==> config.mk <==
export PLATFORM = sky130hd
export DESIGN_NAME = surf6_bringup_sequencer
export DESIGN_NICKNAME = d
export VERILOG_FILES = /design/src/rtl/surf6_bringup_sequencer.sv
export SDC_FILE = /design/constraint.sdc
export NUM_CORES = 1
export LEC_CHECK = 0
export ABC_AREA = 1
export CORE_MARGIN = 4
export CORE_UTILIZATION = 57
export CTS_CLUSTER_SIZE = 16
export DETAILED_ROUTE_END_ITERATION = 7
export GPL_ROUTABILITY_DRIVEN = 0
export GPL_TIMING_DRIVEN = 0
export PLACE_DENSITY = 0.77
export SLEW_MARGIN = 5
export SYNTH_ARGS = -nofsm -noshare
export SYNTH_HDL_FRONTEND = slang
export SYNTH_SLANG_ARGS = --single-unit
==> constraint.sdc <==
create_clock -name wb_clk_i -period 2.14 [get_ports wb_clk_i]
set_input_delay 0.321 -clock wb_clk_i [delete_from_list [all_inputs] [get_ports wb_clk_i]]
set_output_delay 0.321 -clock wb_clk_i [all_outputs]
set_load 0.02 [all_outputs]
==> src/rtl/surf6_bringup_sequencer.sv <==
// SURF-side TURFIO link bringup sequencer.
// Walks the clock chip through reset, programming and enable, then requests
// RXCLK alignment, eye centering and drive training, and finally waits for the
// link to report mode1. Losing RACKCLK drops straight back to IDLE with DOUT
// held low. A step that overruns its time budget lands in ERROR, which holds
// off for a while and then retries from IDLE.
module surf6_bringup_sequencer #(
  parameter int unsigned RST_CYCLES    = 16,
  parameter int unsigned SETTLE_CYCLES = 1024,
  parameter int unsigned TIMEOUT       = 1048576,
  parameter int unsigned HOLDOFF       = 4096
) (
  input  logic       wb_clk_i,
  input  logic       wb_rst_n_i,
  input  logic       rackclk_ok_i,
  input  logic       mode1_ready_i,
  input  logic       prog_done_i,
  input  logic       align_done_i,
  input  logic       align_err_i,
  input  logic       eye_done_i,
  output logic       clk_rst_o,
  output logic       prog_req_o,
  output logic       clk_en_o,
  output logic       align_req_o,
  output logic       eye_req_o,
  output logic       train_o,
  output logic       dout_force_low_o,
  output logic [2:0] state_o,
  output logic [7:0] err_cnt_o
);

  // One step counter serves every timed state, so it must hold the largest limit.
  localparam int unsigned MAX_RS  = (RST_CYCLES > SETTLE_CYCLES) ? RST_CYCLES : SETTLE_CYCLES;
  localparam int unsigned MAX_TH  = (TIMEOUT > HOLDOFF) ? TIMEOUT : HOLDOFF;
  localparam int unsigned MAX_ALL = (MAX_RS > MAX_TH) ? MAX_RS : MAX_TH;
  localparam int unsigned CNT_W   = $clog2(MAX_ALL + 1);

  localparam logic [CNT_W-1:0] RST_LAST     = CNT_W'(RST_CYCLES - 1);
  localparam logic [CNT_W-1:0] SETTLE_LAST  = CNT_W'(SETTLE_CYCLES - 1);
  localparam logic [CNT_W-1:0] TIMEOUT_LAST = CNT_W'(TIMEOUT - 1);
  localparam logic [CNT_W-1:0] HOLDOFF_LAST = CNT_W'(HOLDOFF - 1);

  // Low three bits of each code are what state_o reports; ERROR sits above them.
  typedef enum logic [3:0] {
    ST_IDLE   = 4'd0,
    ST_CRST   = 4'd1,
    ST_PROG   = 4'd2,
    ST_SETTLE = 4'd3,
    ST_ALIGN  = 4'd4,
    ST_EYE    = 4'd5,
    ST_TRAIN  = 4'd6,
    ST_RUN    = 4'd7,
    ST_ERROR  = 4'd8
  } state_t;

  state_t           state_q, state_d;
  logic [CNT_W-1:0] cnt_q, cnt_d;
  logic [7:0]       err_cnt_q, err_cnt_d;
  logic             rk_meta_q, rk_sync_q;
  logic             rk;
  logic             timed_out;
  logic [3:0]       state_bits_d;

  logic clk_rst_q, clk_rst_d;
  logic prog_req_q, prog_req_d;
  logic clk_en_q, clk_en_d;
  logic align_req_q, align_req_d;
  logic eye_req_q, eye_req_d;
  logic train_q, train_d;
  logic force_low_q, force_low_d;
  logic [2:0] state_out_q, state_out_d;

  // Two-flop synchronizer for the asynchronous RACKCLK-present flag.
  always_ff @(posedge wb_clk_i or negedge wb_rst_n_i) begin
    if (!wb_rst_n_i) begin
      rk_meta_q <= 1'b0;
      rk_sync_q <= 1'b0;
    end else begin
      rk_meta_q <= rackclk_ok_i;
      rk_sync_q <= rk_meta_q;
    end
  end

  assign rk        = rk_sync_q;
  assign timed_out = (cnt_q == TIMEOUT_LAST);

  // Next-state, step counter and error counter logic.
  always_comb begin
    state_d   = state_q;
    cnt_d     = cnt_q + CNT_W'(1);
    err_cnt_d = err_cnt_q;

    unique case (state_q)
      ST_IDLE: begin
        cnt_d = cnt_q;
        if (rk) state_d = ST_CRST;
      end
      ST_CRST: begin
        if (cnt_q == RST_LAST) state_d = ST_PROG;
      end
      ST_PROG: begin
        // A completion seen on the final budgeted cycle still counts as success.
        if (prog_done_i)    state_d = ST_SETTLE;
        else if (timed_out) state_d = ST_ERROR;
      end
      ST_SETTLE: begin
        if (cnt_q == SETTLE_LAST) state_d = ST_ALIGN;
      end
      ST_ALIGN: begin
        // A reported alignment failure outranks a simultaneous done.
        if (align_err_i)       state_d = ST_ERROR;
        else if (align_done_i) state_d = ST_EYE;
        else if (timed_out)    state_d = ST_ERROR;
      end
      ST_EYE: begin
        if (eye_done_i)     state_d = ST_TRAIN;
        else if (timed_out) state_d = ST_ERROR;
      end
      ST_TRAIN: begin
        if (mode1_ready_i)  state_d = ST_RUN;
        else if (timed_out) state_d = ST_ERROR;
      end
      ST_RUN: begin
        cnt_d = cnt_q;
        if (!mode1_ready_i) state_d = ST_TRAIN;
      end
      ST_ERROR: begin
        if (cnt_q == HOLDOFF_LAST) state_d = ST_IDLE;
      end
      default: state_d = ST_IDLE;
    endcase

    // Losing RACKCLK beats every other transition, ERROR included.
    if (!rk) state_d = ST_IDLE;

    // Every state begins its step count from zero.
    if ((state_d != state_q) || !rk) cnt_d = '0;

    if ((state_d == ST_ERROR) && (state_q != ST_ERROR) && (err_cnt_q != 8'hFF))
      err_cnt_d = err_cnt_q + 8'd1;
  end

  // Output decode from the upcoming state, so registered outputs track state_q.
  always_comb begin
    clk_rst_d    = 1'b0;
    prog_req_d   = 1'b0;
    clk_en_d     = 1'b0;
    align_req_d  = 1'b0;
    eye_req_d    = 1'b0;
    train_d      = 1'b0;
    force_low_d  = 1'b1;
    state_bits_d = state_d;
    state_out_d  = state_bits_d[2:0];

    unique case (state_d)
      ST_IDLE:   ;
      ST_CRST:   clk_rst_d = 1'b1;
      ST_PROG:   prog_req_d = 1'b1;
      ST_SETTLE: clk_en_d = 1'b1;
      ST_ALIGN: begin
        clk_en_d    = 1'b1;
        align_req_d = 1'b1;
      end
      ST_EYE: begin
        clk_en_d  = 1'b1;
        eye_req_d = 1'b1;
      end
      ST_TRAIN: begin
        clk_en_d    = 1'b1;
        train_d     = 1'b1;
        force_low_d = 1'b0;
      end
      ST_RUN: begin
        clk_en_d    = 1'b1;
        force_low_d = 1'b0;
      end
      ST_ERROR:  state_out_d = 3'd7;
      default:   ;
    endcase
  end

  // State, counters and registered output copies.
  always_ff @(posedge wb_clk_i or negedge wb_rst_n_i) begin
    if (!wb_rst_n_i) begin
      state_q     <= ST_IDLE;
      cnt_q       <= '0;
      err_cnt_q   <= 8'd0;
      clk_rst_q   <= 1'b0;
      prog_req_q  <= 1'b0;
      clk_en_q    <= 1'b0;
      align_req_q <= 1'b0;
      eye_req_q   <= 1'b0;
      train_q     <= 1'b0;
      force_low_q <= 1'b1;
      state_out_q <= 3'd0;
    end else begin
      state_q     <= state_d;
      cnt_q       <= cnt_d;
      err_cnt_q   <= err_cnt_d;
      clk_rst_q   <= clk_rst_d;
      prog_req_q  <= prog_req_d;
      clk_en_q    <= clk_en_d;
      align_req_q <= align_req_d;
      eye_req_q   <= eye_req_d;
      train_q     <= train_d;
      force_low_q <= force_low_d;
      state_out_q <= state_out_d;
    end
  end

  assign clk_rst_o        = clk_rst_q;
  assign prog_req_o       = prog_req_q;
  assign clk_en_o         = clk_en_q;
  assign align_req_o      = align_req_q;
  assign eye_req_o        = eye_req_q;
  assign train_o          = train_q;
  assign dout_force_low_o = force_low_q;
  assign state_o          = state_out_q;
  assign err_cnt_o        = err_cnt_q;

endmodule
Yosys cells after proc, flatten, opt, wreduce, memory -nomap -nowiden

Index checks and enable logic that the tools add are counted.

Reductions and logical operators: 8
Add/sub/neg operators: 2
Order comparisons: 0
Shift operators: 0
Equal/unequal tests: 24
Bitwise gates (word level): 0
Div/mod/pow operators: 0
Multiplexer cells: 22
Multiply operators: 0

Operators by type and width:

| kind                                                  | count |
|---|---|
| 2-to-1 mux 4 bit                                      | 11 |
| 2-to-1 mux 21 bit                                     | 2 |
| case mux 4 bit (9 select lines)                       | 1 |
| equality test 4 x 3 -> 1 bit, second input constant   | 8 |
| adder 21 x 1 -> 21 bit, second input constant         | 1 |
| equality test 21 x 10 -> 1 bit, second input constant | 1 |
| equality test 21 x 12 -> 1 bit, second input constant | 1 |
| equality test 21 x 20 -> 1 bit, second input constant | 1 |
| equality test 21 x 4 -> 1 bit, second input constant  | 1 |
| equality test 4 x 2 -> 1 bit, second input constant   | 4 |
| adder 8 x 1 -> 8 bit, second input constant           | 1 |
| equality test 4 x 1 -> 1 bit, second input constant   | 2 |
| equality test 4 bit, second input constant            | 2 |
| != test 8 bit, second input constant                  | 1 |
| 2-to-1 mux 1 bit                                      | 7 |
| OR reduction 5 bit                                    | 1 |
| logical NOT 4 bit                                     | 1 |
| != test 4 bit                                         | 1 |
| != test 4 bit, second input constant                  | 1 |
| OR reduction 2 bit                                    | 2 |
| 2-to-1 mux 3 bit                                      | 1 |
| logical AND 1 bit                                     | 2 |
| != test 2 x 1 -> 1 bit, second input constant         | 1 |
| logical NOT 1 bit                                     | 1 |
| logical OR 1 bit                                      | 1 |

Bits in read-only memories: 0
Bits in registers: 45
Bits in latches: 0
Memory bits (writable): 0
Memories: 0
Logic and storage cells: 69
Bits of input ports: 8
Output and inout port bits: 18

Logic depth before layout (Yosys ltp)

Word-level depth: 9
Depth in mapped cells: 17
Depth with buffers taken out: 16

Least setup slack after synthesis

No wires, ideal clock.

Path kind: flip-flop to flip-flop
From: reg cnt_q[0]
To: reg cnt_q[5]
Setup time: 0.122 ns
Cell stages (with the launch flop): 18
Clock period less this slack: 1.834 ns
Buffers on the path: 1
Arrival time: 1.711 ns
Setup slack: 0.306 ns
Data required time: 2.018 ns
Cell sequence: dfrtp_1 -> ha_1 -> nand3_1 -> inv_1 -> nand2_1 -> nor2_1 -> nand2_1 -> nand2_1 -> inv_1 -> nor2_2 -> nand2_2 -> nand2_4 -> nand2_1 -> nand2_1 -> nor2_2 -> nand2_2 -> buf_6 -> nor2_2

Cells in the longest elaborated chain, start to end: 9
Elaborated cells on any way between the ends: 21
Classes of those cells: add/sub (1); eq/ne (6); mux (13); reduce/logical (1)

Ends and longest elaborated chain:

| what                                                                         | line | text |
|---|---|---|
| start: declaration                                                           | 57   | `logic [CNT_W-1:0] cnt_q, cnt_d;` |
| start signal: assignment                                                     | 198  | `cnt_q <= cnt_d;` |
| equality test 21 x 20 -> 1 bit                                               | 85   | `assign timed_out = (cnt_q == TIMEOUT_LAST);` |
| 2-to-1 mux 4 bit                                                             | -    |  |
| 2-to-1 mux 4 bit                                                             | 112  | `else if (align_done_i) state_d = ST_EYE;` |
| 2-to-1 mux 4 bit                                                             | 111  | `if (align_err_i) state_d = ST_ERROR;` |
| case mux 4 bit (9 select lines)                                              | 93   | `unique case (state_q)` |
| 2-to-1 mux 4 bit                                                             | 134  | `if (!rk) state_d = ST_IDLE;` |
| != test 4 bit                                                                | 137  | `if ((state_d != state_q) \|\| !rk) cnt_d = '0;` |
| logical OR 1 bit                                                             | 137  |  |
| != test 2 x 1 -> 1 bit (no source line) or 2-to-1 mux 21 bit (tied branches) | -    |  |

Several ways; a longest one is shown, not always the timed one. The select of a mux whose other input is x is not followed.
A chain may end at the register's enable or synchronous reset.

Worst setup path after layout

From: reg cnt_q[4]
To: reg cnt_q[10]

Same word-level chain as after synthesis.

==> summary.txt <==
Syn Std Cell Area: 2620 sq um
dpl cells: 399
Synth Instances: 321
vias in the first global route: 1983
Hold Crit Class: flop to flop
Max Used Layer: met4
Data arrival, critical path: 2.20 ns
post-synthesis compound-gate area fraction: 4.21%
clk slew on worst S/H paths: 0.09 ns
Ports: 26
Die Y: 75.8 microns
CTS Buf Count: 5
RR Startpoint: cnt_q[4]
status: completed
via/cell ratio: 5.17
switching share of power: 22.4%
Overflow after GRT: 0
final instance area: 3200 sq um
routed wire length: 5300 microns
Pint: 1300 uW
Hold Path End: rk
hold wc startpoint: rk_meta_q
hold path depth: 0
Finished Layout Cells: 412
Synth Area in Adders: 0.956%
Mean Syn Cell Area: 8.15 sq um
Clk pwr share: 40.0%
Sum Neg Setup Slack: 0 ns
DR iter-0 viols: 123
Layout area overhead: 22.4%
Nets: 369
Synth Warn #: 0
Pwr Density: 522 nW/um^2
initial core utilization: 59.3%
# diodes: 0
Worst Skew: 0.00575 ns
post-synthesis sequential area ratio: 43.1%
Site Rows: 24
Core ar.: 4410 sq um
share of cells above drive strength 1: 23.9%
Max Clk Rate: 0.495 GHz
Fin Hold WS: 0.366 ns
CTS tree: yes
XOR/XNOR Fraction of Synth Area: 8.03%
startpoint types: flop
Setup crit start: cnt_q[4]
Post-synth top cells: nand2_1, dfrtp_1, inv_1, nor2_1, nor2_2
Die X-Extent: 75.8 microns
final hold violation count: 0
Met3 Wirelength: 280 microns
post-synthesis mux area share: 0%
most common cell in the synthesized netlist: nand2_1
Yosys reg bits: 45
Post-synth EDFFs: 0
Residual DRC: 0
Max Cap Viol: 0
pin count of the biggest net entering global routing: 32
Main synth FF type: dfrtp_1
Critical Path RT: 2.32 ns
NetSw: 375 uW
WL per Instance: 12.9 microns
fin crit share: 94.4%
Async S/R FF share, synth: 100%
Setup Viol. Count Final: 0
area share of and/or/nand/nor cells after synthesis: 35.2%
CTS Root Cell: clkbuf_8
clk buf depth: 2
main combinational cell family by area after synthesis: simple AND/OR/NAND/NOR gates
Worst Tran Pin Value: 0.383 ns
CP Class: flop to flop
Logic pwr share: 8.3%
Synth area leaders: dfrtp_1, nand2_1, nor2_2, inv_1, xor2_1
cell taking the most area after synthesis: dfrtp_1
DP Wirelength: 3820 microns
All-Layer GR Usage: 19.3%
wl on met1: 2510 microns
Max IR drop VDD: 0.394 mV
Clk Latency, worst-skew pair: 0.29 ns
Via Count: 2132
max-slew violations: 0
RR Endpoint: cnt_q[10]
post-route ant nets: 0
H-tree depth: 2
Worst Setup End Kind: flop
post-synth top area share: 42.1%
Reg power frac: 51.7%
cell area after placement: 2950 sq um
met2 routed wirelength: 2460 microns
library cells used by synthesis: 31
critical-path maximum fanout: 5
R2R setup slack: 0.12 ns
syn_nets: 331
first-pass GRT wire length: 8510 microns
initial antenna violation count: 0
CTS Sinks: 45
Reg2Reg Depth: 14
die area: 5740 sq um
Rel. slew slack: 74.5%
Tmin final: 2.02 ns
port bufs: 25
DRT Pass-1 Iters: 4
Lkg Pwr: 0.00146 uW
-- worst max path at each step --
stage | slack [ns] | cells past startpoint | to
floorplan | 0.31 | 17 | cnt_q[5]
global placement | -0.44 | 1 | align_req_o
detailed placement | 0.04 | 12 | cnt_q[17]
CTS | 0.02 | 17 | cnt_q[8]
global route | -0.08 | 14 | cnt_q[13]
finish | 0.12 | 14 | cnt_q[10]
-- cells by family (layout without fill, tap and decap cells) --
family | Yosys count | after routing
AOI/OAI and AO/OA | 16 | 16
DFF | 45 | 45
and+or+nand+nor | 183 | 183
buffers and inverters | 51 | 90
adders and majority gates | 2 | 2
xor gates and xnor gates | 24 | 24
-- registers in the layout, indices dropped and copies added, names as in the netlist --
register,flops
clk_en_o,1
train_o,1
state_q,4
eye_req_o,1
err_cnt_o,8
cnt_q,21
align_req_o,1
rk_meta_q,1
clk_rst_o,1
rk,1
prog_req_o,1
state_o,3
dout_force_low_o,1
-- layer usage --
metal,track usage [%],vias to the layer above
met5,0,-
met4,5.44,0
met3,4.62,5
met2,29.0,48
met1,27.8,998
li1,-,1081
-- through the flow --
| step | setup WS (ns) | total power, uW | utilization [%] |
|---|---|---|---|
| finish | 0.120 | 1670 | 72.6 |
| global route | -0.0778 | 1740 | 72.6 |
| CTS | 0.0163 | 1670 | 69.7 |
| detailed placement | 0.0447 | 999 | 66.8 |
| global placement | -0.442 | 994 | 66.4 |
| floorplan | 0.306 | 945 | - |
-- area by class of cell --
| class | instances | area [sq um] |
|---|---|---|
| repair buffers | 31 | 323 |
| plain buffers | 6 | 71.3 |
| flip-flops and latches | 45 | 1130 |
| fillers | 353 | 1210 |
| clock inverters | 2 | 37.5 |
| clock buffers | 6 | 82.6 |
| multi-input cells | 225 | 1330 |
| well taps | 52 | 65.1 |
| inverters | 45 | 169 |
-- power by group through the flow --
stage                     clock network, uW  registers, uW  logic, uW
final                                   669            864        139
after detailed placement                  0            880        119
after global routing                    724            865        151
after CTS                               684            863        121
after global placement                    0            880        114
after floorplan                           0            883       61.8
-- layout by cell type, fill, tap and decap left out, drive strengths merged --
cell / netlist / layout
nand2: 72 / 72
nor2: 57 / 57
inv: 45 / 45
dfrtp: 44 / 44
nand3: 28 / 28
clkdlybuf4s50: 0 / 24
xor2: 17 / 17
o21ai: 12 / 12
nor3: 11 / 11
buf: 6 / 11
nand4: 7 / 7
xnor2: 7 / 7
clkbuf: 0 / 7
nand3b: 3 / 3
a21oi: 2 / 2
nor4: 2 / 2
ha: 2 / 2
a31oi: 1 / 1
or2: 1 / 1
and2: 1 / 1
o21a: 1 / 1
and3b: 1 / 1
bufinv: 0 / 1
clkinvlp: 0 / 1
dfstp: 1 / 1
dlygate4sd3: 0 / 1
-- worst max-delay path, stage by stage (launching register included) --
cell and delay (ns):
dfrtp_1 0.44, nand2_2 0.11, inv_2 0.08, nand2_2 0.07, nor2_2 0.13, nand3_2 0.15
nand3_1 0.12, nand2_1 0.07, o21ai_2 0.21, nand2_1 0.09, nand2_1 0.08, nor2_2 0.05
nand2_4 0.10, clkbuf_16 0.16, nor2_2 0.03
-- what timing repair did --
| item | in CTS | in global routing |
|---|---|---|
| setup buffers | 0 | 3 |
| hold endpoints to repair | 14 | 0 |
| endpoints found under the setup margin | 0 | 26 |
| hold buffers | 1 | 0 |
| resized for setup | 0 | 21 |
No activity file was read; power rests on OpenSTA's default activity.
